==> src/rtl/phy_rx_demux_if.sv <==
// Lane-word bus between the serializing mux, the demux and its consumer.
// The master side feeds the serial stream; the slave side is the demux.
interface phy_rx_demux_if #(
  parameter int WIDTH = 9
);
  logic             align;
  logic [WIDTH-1:0] in_data;
  logic [WIDTH-1:0] data0;
  logic [WIDTH-1:0] data1;
  logic [WIDTH-1:0] data2;
  logic [WIDTH-1:0] data3;
  logic             out_strobe;
  logic [7:0]       frame_count;

  modport master (
    output align, in_data,
    input  data0, data1, data2, data3, out_strobe, frame_count
  );

  modport slave (
    input  align, in_data,
    output data0, data1, data2, data3, out_strobe, frame_count
  );
endinterface

==> src/rtl/phy_rx_demux.sv <==
// De-serializes a 4-lane word stream back into parallel lanes; align restarts
// framing at lane 0 and always wins over frame completion.
//
// state | meaning
// LANE0 | next word lands in stage0 (start of frame)
// LANE1 | next word lands in stage1
// LANE2 | next word lands in stage2
// LANE3 | next word completes the frame and updates data0..data3
module phy_rx_demux #(
  parameter int WIDTH = 9
) (
  input  logic            clk_4f,
  input  logic            reset,
  phy_rx_demux_if.slave   bus
);

  typedef enum logic [1:0] {
    LANE0 = 2'd0,
    LANE1 = 2'd1,
    LANE2 = 2'd2,
    LANE3 = 2'd3
  } lane_e;

  lane_e            lane_sel;
  lane_e            lane_nxt;
  logic [1:0]       stage_idx;
  logic             stage_we;
  logic             complete;
  logic [WIDTH-1:0] stage0;
  logic [WIDTH-1:0] stage1;
  logic [WIDTH-1:0] stage2;

  always_ff @(posedge clk_4f) begin
    if (reset) begin
      lane_sel <= LANE0;
    end else begin
      lane_sel <= lane_nxt;
    end
  end

  // align overrides the lane position, so a collision at LANE3 never completes
  always_comb begin
    lane_nxt  = lane_sel;
    stage_idx = 2'd0;
    stage_we  = 1'b0;
    complete  = 1'b0;
    if (bus.align) begin
      lane_nxt  = LANE1;
      stage_idx = 2'd0;
      stage_we  = 1'b1;
    end else begin
      case (lane_sel)
        LANE0: begin
          lane_nxt  = LANE1;
          stage_idx = 2'd0;
          stage_we  = 1'b1;
        end
        LANE1: begin
          lane_nxt  = LANE2;
          stage_idx = 2'd1;
          stage_we  = 1'b1;
        end
        LANE2: begin
          lane_nxt  = LANE3;
          stage_idx = 2'd2;
          stage_we  = 1'b1;
        end
        LANE3: begin
          lane_nxt = LANE0;
          complete = 1'b1;
        end
        default: lane_nxt = LANE0;
      endcase
    end
  end

  always_ff @(posedge clk_4f) begin
    if (reset) begin
      stage0          <= '0;
      stage1          <= '0;
      stage2          <= '0;
      bus.data0       <= '0;
      bus.data1       <= '0;
      bus.data2       <= '0;
      bus.data3       <= '0;
      bus.out_strobe  <= 1'b0;
      bus.frame_count <= 8'd0;
    end else begin
      bus.out_strobe <= complete;
      if (stage_we) begin
        case (stage_idx)
          2'd0:    stage0 <= bus.in_data;
          2'd1:    stage1 <= bus.in_data;
          default: stage2 <= bus.in_data;
        endcase
      end
      // lane 3 bypasses staging so the frame is out one edge after its last word
      if (complete) begin
        bus.data0       <= stage0;
        bus.data1       <= stage1;
        bus.data2       <= stage2;
        bus.data3       <= bus.in_data;
        bus.frame_count <= bus.frame_count + 8'd1;
      end
    end
  end

endmodule

==> src/flat_wrapper.sv <==
// flat-port wrapper written by rule: the top's interface ports become plain ports
module phy_rx_demux_flat 
#(
  parameter int WIDTH = 9
)
  (clk_4f, reset, bus_align, bus_in_data, bus_data0, bus_data1, bus_data2, bus_data3, bus_out_strobe, bus_frame_count);
  phy_rx_demux_if #(.WIDTH(WIDTH)) bus_i ();
  input  logic clk_4f;
  input  logic reset;
  input wire logic [$bits(bus_i.align)-1:0] bus_align;
  input wire logic [$bits(bus_i.in_data)-1:0] bus_in_data;
  output wire logic [$bits(bus_i.data0)-1:0] bus_data0;
  output wire logic [$bits(bus_i.data1)-1:0] bus_data1;
  output wire logic [$bits(bus_i.data2)-1:0] bus_data2;
  output wire logic [$bits(bus_i.data3)-1:0] bus_data3;
  output wire logic [$bits(bus_i.out_strobe)-1:0] bus_out_strobe;
  output wire logic [$bits(bus_i.frame_count)-1:0] bus_frame_count;
  assign bus_i.align = bus_align;
  assign bus_i.in_data = bus_in_data;
  assign bus_data0 = bus_i.data0;
  assign bus_data1 = bus_i.data1;
  assign bus_data2 = bus_i.data2;
  assign bus_data3 = bus_i.data3;
  assign bus_out_strobe = bus_i.out_strobe;
  assign bus_frame_count = bus_i.frame_count;
  phy_rx_demux #(.WIDTH(WIDTH)) u_core (.clk_4f(clk_4f), .reset(reset), .bus(bus_i));
endmodule
==> config.mk <==
export PLATFORM = sky130hd
export DESIGN_NAME = phy_rx_demux_flat
export DESIGN_NICKNAME = d
export VERILOG_FILES = /design/src/rtl/phy_rx_demux_if.sv /design/src/rtl/phy_rx_demux.sv /design/src/flat_wrapper.sv
export SDC_FILE = /design/constraint.sdc
export NUM_CORES = 1
export LEC_CHECK = 0
export ABC_CLOCK_PERIOD_IN_PS = 3500
export CORE_MARGIN = 2
export CORE_UTILIZATION = 50
export DETAILED_ROUTE_END_ITERATION = 8
export PLACE_DENSITY = 0.79
export SLEW_MARGIN = 15
export SYNTH_ARGS = -nofsm -noshare
export SYNTH_HDL_FRONTEND = slang
export SYNTH_SLANG_ARGS = --single-unit
==> constraint.sdc <==
create_clock -name clk_4f -period 3.5 [get_ports clk_4f]
set_input_delay 0.7 -clock clk_4f [delete_from_list [all_inputs] [get_ports clk_4f]]
set_output_delay 0.7 -clock clk_4f [all_outputs]
set_load 0.005 [all_outputs]
==> flow_metrics.tcl, run 1 <==
set metrics [dict create \
    nFillCells 496 \
    tritoncts "yes" \
    critPathKind "in2reg" \
    ys_seq_area_frac 0.538 \
    cts_num_sinks 74 \
    clock_latency_ns 0.35 \
    area_growth_pct 28.0 \
    dp_hpwl_um 3920 \
    diodes 0 \
    fmax_ghz 0.419 \
    synth_top_cell_area_share 0.538 \
    p_comb_frac 0.056 \
    p_switching_w 0.000388 \
    rows 27 \
    clkTransAtPathRegs_ns 0.08 \
    status "finished, final reports clean" \
    instances_no_fill 460 \
    numPlacedInstances 444 \
    grt-ovfl-total 0 \
    finClkSkew_ns 0.00553 \
    seqCellArea_um2 1480 \
    crit_required_ns 3.79 \
    gp_congestion 0.790 \
    hold_viol_final 0 \
    synth_edf_count 0 \
    synthesis.area_um2 2750 \
    finalSetupViolCount 0 \
    drive_above_1_share 0.0619 \
    post_dp_cell_area_um2 3300 \
    postCtsSetupRepairBufs 0 \
    dieArea_um2 6110 \
    grtUsageTotal 0.211 \
    core_um2 5410 \
    clock_path_buffers 2 \
    cts_buffers 9 \
    p_leak_nw 1.17 \
    hold_class "reg2reg" \
    async_reset_ff_frac 0 \
    syn_inst 337 \
    wl_per_cell_um 13.1 \
    ios 57 \
    critPathLaunchType "input port" \
    antenna_found_initial 0 \
    crit_fanout 44 \
    cts_resized 0 \
    synth-main-ff-cell "dfxtp_1" \
    finalCriticalPeriod_ns 2.39 \
    grt_pass1_wl_um 10200 \
    numPortBuffers 56 \
    finish.net_count 400 \
    clkPwrFrac 0.426 \
    vias 2415 \
    synth_largest_area_cell "dfxtp_1" \
    cts_hold_buf 0 \
    viasPerCell 5.25 \
    drtAntennaViolNets 0 \
    synth_area_leaders "dfxtp_1 (54%), nand2_1 (15%), a21oi_1 (12%)" \
    pwr-share-seq 0.517 \
    slew_violations 0 \
    first_global_vias 2209 \
    initial_core_util 0.509 \
    yosysMostFrequentCell "nand2_1" \
    p_int_w 0.00129 \
    multiInputGateArea_um2 1140 \
    drt_first_pass_iters 4 \
    stdcell_area_um2 3520 \
    ir_drop_v 0.000376 \
    die_h_um 78.2 \
    power-per-cell-area_nw_per_um2 478 \
    synth_fp_nets 354 \
    yosys-top-cells-count "nand2_1 (111), dfxtp_1 (74), a21oi_1 (68)" \
    cts-root-buf "clkbuf_8" \
    fin_crit_sh 0.682 \
    ys_seq_elements 74 \
    htreeDepth 3 \
    yosys_warnings 0 \
    crit_arrival_ns 2.67 \
    worst_slew_pin_slew_ns 0.862 \
    drc 0 \
    die_w_um 78.2 \
    max_slew_margin 0.425 \
    switching_share 0.231 \
    maxCapViolCount 0 \
    finalSetupTns_ns 0 \
    drtIter0Drc 137 \
    drt-total-wl_um 6010 \
    grt_max_degree 51 \
    synth_cell_types 28 \
    power_w 0.00168 \
    rsz0062_at_grt "false" \
    syn_area_per_cell_um2 8.16 \
    cp-end-kind "flop" \
]
## per-stage QoR
step                      hold slack, ns   util  setup WS (ns)
final                              0.455  0.651           1.11
after global routing               0.473  0.651          0.954
after CTS                          0.458  0.651           1.13
after detailed placement           0.448  0.611          0.781
after global placement             0.443  0.611          0.808
after floorplan                    0.432      -           1.77
## power by group through the flow
stage	Clock, W	Sequential, W	Combinational (W)
after global placement	0	0.000889	0.0000914
after floorplan	0	0.000887	0.0000605
after CTS	0.000725	0.000870	0.0000946
after detailed placement	0	0.000890	0.0000932
after global routing	0.000765	0.000872	0.000105
final	0.000718	0.000870	0.0000949
## kinds of logic after synthesis
logic type                 count (synthesis)  share of synthesized area
AOI/OAI and AO/OA                         81                      0.149
xor gates and xnor gates                   2                    0.00637
adders and majority gates                  5                     0.0227
buffers and inverters                     28                     0.0487
DFF                                       74                      0.538
muxes                                      1                    0.00409
and+or+nand+nor                          146                      0.231
## flip-flops by register name, indices dropped and copies added (netlist names)
| name | flops |
|---|---|
| u_core.bus.data2 | 9 |
| u_core.bus.data1 | 9 |
| u_core.bus.out_strobe | 1 |
| u_core.stage2 | 9 |
| u_core.stage1 | 9 |
| u_core.bus.data3 | 9 |
| u_core.lane_sel | 2 |
| u_core.bus.frame_count | 8 |
| u_core.stage0 | 9 |
| u_core.bus.data0 | 9 |
## worst max-delay path: stages
cell,delay (ns)
clkdlybuf4s50_1,0.73
nand2b_4,0.50
or4_1,0.59
a21oi_1,0.15
## cell usage in the layout (no fill, tap or decap), types with 3 or more instances in the layout
cell type and instances:
ha_1 5, inv_1 3, nor2_1 5, clkdlybuf4s50_1 55, or3_1 3, a21oi_1 68
nand2_1 111, o21ai_0 11, buf_4 3, nand3_1 11, clkbuf_8 9, dfxtp_1 74
## worst paths after layout
path | start | endpoint | slack, ns | cells past startpoint
min reg2reg | u_core.bus.data1[6] | u_core.bus.data1[6] | 0.45 | 2
max reg2reg | u_core.lane_sel[0] | u_core.bus.frame_count[7] | 1.63 | 4
min | u_core.bus.data1[6] | u_core.bus.data1[6] | 0.45 | 2
max | bus_align | u_core.bus.frame_count[7] | 1.11 | 4
## layer usage
metal  vias to the layer above  routed length, um  share of wire  GRT usage
met5                         -                  0              0          0
met4                         0                157          0.026      0.107
met3                        13                328          0.055     0.0529
met2                        67               2800           0.47      0.329
met1                      1127               2720           0.45      0.273
li1                       1208                  -              -          -
## layout make-up
cell class | count | area share
Tap cell | 72 | 0.0256
Timing Repair Buffer | 59 | 0.164
Sequential cell | 74 | 0.421
Clock buffer | 9 | 0.0352
Clock inverter | 7 | 0.0267
Multi-Input combinational cell | 235 | 0.323
Inverter | 4 | 0.00426
Power figures use the tool's default switching activity.
==> run 2, diff against run 1 <==
ABC_CLOCK_PERIOD_IN_PS = 2500   (was 3500)
clock period = 2.5 ns   (was 3.5 ns; I/O delays follow)
==> run 2 against run 1 <==
Against the previous run:
- highest routed layer unchanged
- core utilization increased by 1.2 points
- worst hold slack about the same
- die area stayed put
- critical endpoint is now u_core.stage0[5]
- total power increased by 42%
==> flow_metrics.tcl, run 2 (synthesis gave the netlist of run 1 again) <==
set metrics [dict create \
    rsz0062_at_grt "false" \
    grtUsageTotal 0.218 \
    maxCapViolCount 0 \
    first_global_vias 2279 \
    crit_arrival_ns 2.12 \
    clock_latency_ns 0.34 \
    crit_fanout 9 \
    finalSetupTns_ns 0 \
    core_um2 5410 \
    die_h_um 78.2 \
    power-per-cell-area_nw_per_um2 666 \
    finalSetupViolCount 0 \
    diodes 0 \
    dp_hpwl_um 4210 \
    dp_worst_setup_slack_ns 0.502 \
    multiInputGateArea_um2 1140 \
    drt-total-wl_um 6250 \
    grt_pass1_wl_um 10600 \
    ir_drop_v 0.000358 \
    gp_congestion 0.825 \
    fin_crit_sh 0.740 \
    cts_hold_buf 0 \
    cp-end-kind "flop" \
    critPathKind "reg2reg" \
    htreeDepth 3 \
    wl_per_cell_um 13.4 \
    cts_resized 0 \
    numPortBuffers 56 \
    grt_max_degree 45 \
    drtIter0Drc 145 \
    hold_class "reg2reg" \
    ios 57 \
    tritoncts "yes" \
    status "finished, final reports clean" \
    die_w_um 78.2 \
    postCtsSetupRepairBufs 0 \
    cts-root-buf "clkbuf_8" \
    worst_slew_pin_slew_ns 0.737 \
    p_leak_nw 1.20 \
    clock_path_buffers 2 \
    slowest_stage "nor3_1" \
    drc 0 \
    critPathLaunchType "flop" \
    antenna_found_initial 0 \
    cp_slowest_stage_delay_ns 0.64 \
    cts_buffers 9 \
    drtAntennaViolNets 0 \
    drive_above_1_share 0.0761 \
    grt-ovfl-total 0 \
    crit_required_ns 2.77 \
    fmax_ghz 0.540 \
    dieArea_um2 6110 \
    drt_first_pass_iters 4 \
    seqCellArea_um2 1480 \
    cts_num_sinks 74 \
    slew_violations 0 \
    viasPerCell 5.30 \
    rows 27 \
    nFillCells 479 \
    clkTransAtPathRegs_ns 0.08 \
    max_slew_margin 0.505 \
    finalCriticalPeriod_ns 1.85 \
    finClkSkew_ns 0.00650 \
    final_common_cell "nand2_1" \
    area_growth_pct 30.3 \
    hold_viol_final 0 \
    cp_cell_sequence "inv_1 -> ha_1 -> nor3_1 -> o21ai_0 -> a21oi_1" \
    setup_ws_ns 0.650 \
    initial_core_util 0.509 \
    mostFrequentLayoutCells "nand2_1 (111), dfxtp_1 (74), a21oi_1 (68)" \
    finish.net_count 406 \
    vias 2469 \
]
run 2: cell count changes in the layout (fill, tap and decap cells not counted), sizes merged:
cell    before  now
inv          3    4
clkinv       4    3
buf          4   10
run 2: final timing paths:
check                           slack (ns)                start  depth (start not counted)                  end
worst max register to register        0.65   u_core.lane_sel[0]                          5     u_core.stage0[5]
worst max-delay path                  0.65   u_core.lane_sel[0]                          5     u_core.stage0[5]
worst min-delay path                  0.45  u_core.bus.data1[8]                          2  u_core.bus.data1[8]
worst min register to register        0.45  u_core.bus.data1[8]                          2  u_core.bus.data1[8]
run 2: layout make-up:
| type | count | area share |
|---|---|---|
| clock inverter | 7 | 0.0283 |
| inverter | 4 | 0.00419 |
| clock buffer | 9 | 0.0345 |
| multi-input combinational | 235 | 0.318 |
| timing repair buffer | 65 | 0.177 |
| tap | 72 | 0.0251 |
| sequential | 74 | 0.413 |
run 2: layer usage:
layer / global-route usage / vias up / share of wire
met5: 0 / - / 0
met4: 0.109 / 0 / 0.022
met3: 0.0437 / 13 / 0.056
met2: 0.353 / 77 / 0.49
met1: 0.277 / 1165 / 0.43
li1: - / 1214 / -
run 2: critical path, delay by kind of cell (launching register included):
| kind | cells | cell delay [ns] |
|---|---|---|
| flops | 1 | 0.36 |
| fa+ha+maj | 1 | 0.28 |
| compound gates | 2 | 0.43 |
| buf+inv | 1 | 0.07 |
| simple gates | 1 | 0.64 |
run 2: power breakdown:
group	internal [W]	switching [W]	leakage [nW]
Sequential	0.00120	0.0000146	0.600
Clock	0.000568	0.000460	0.106
Combinational	0.0000557	0.0000861	0.497
Total	0.00183	0.000560	1.20
run 2: through the flow:
stage | cells | instance area, um2 | power, W | util | hold slack (ns)
after floorplan | 337 | 2750 | 0.00133 | - | 0.432
after global placement | 450 | 3360 | 0.00138 | 0.622 | 0.443
after detailed placement | 450 | 3360 | 0.00138 | 0.622 | 0.445
after CTS | 466 | 3590 | 0.00240 | 0.663 | 0.453
after global routing | 466 | 3590 | 0.00247 | 0.663 | 0.472
final | 466 | 3590 | 0.00239 | 0.663 | 0.455
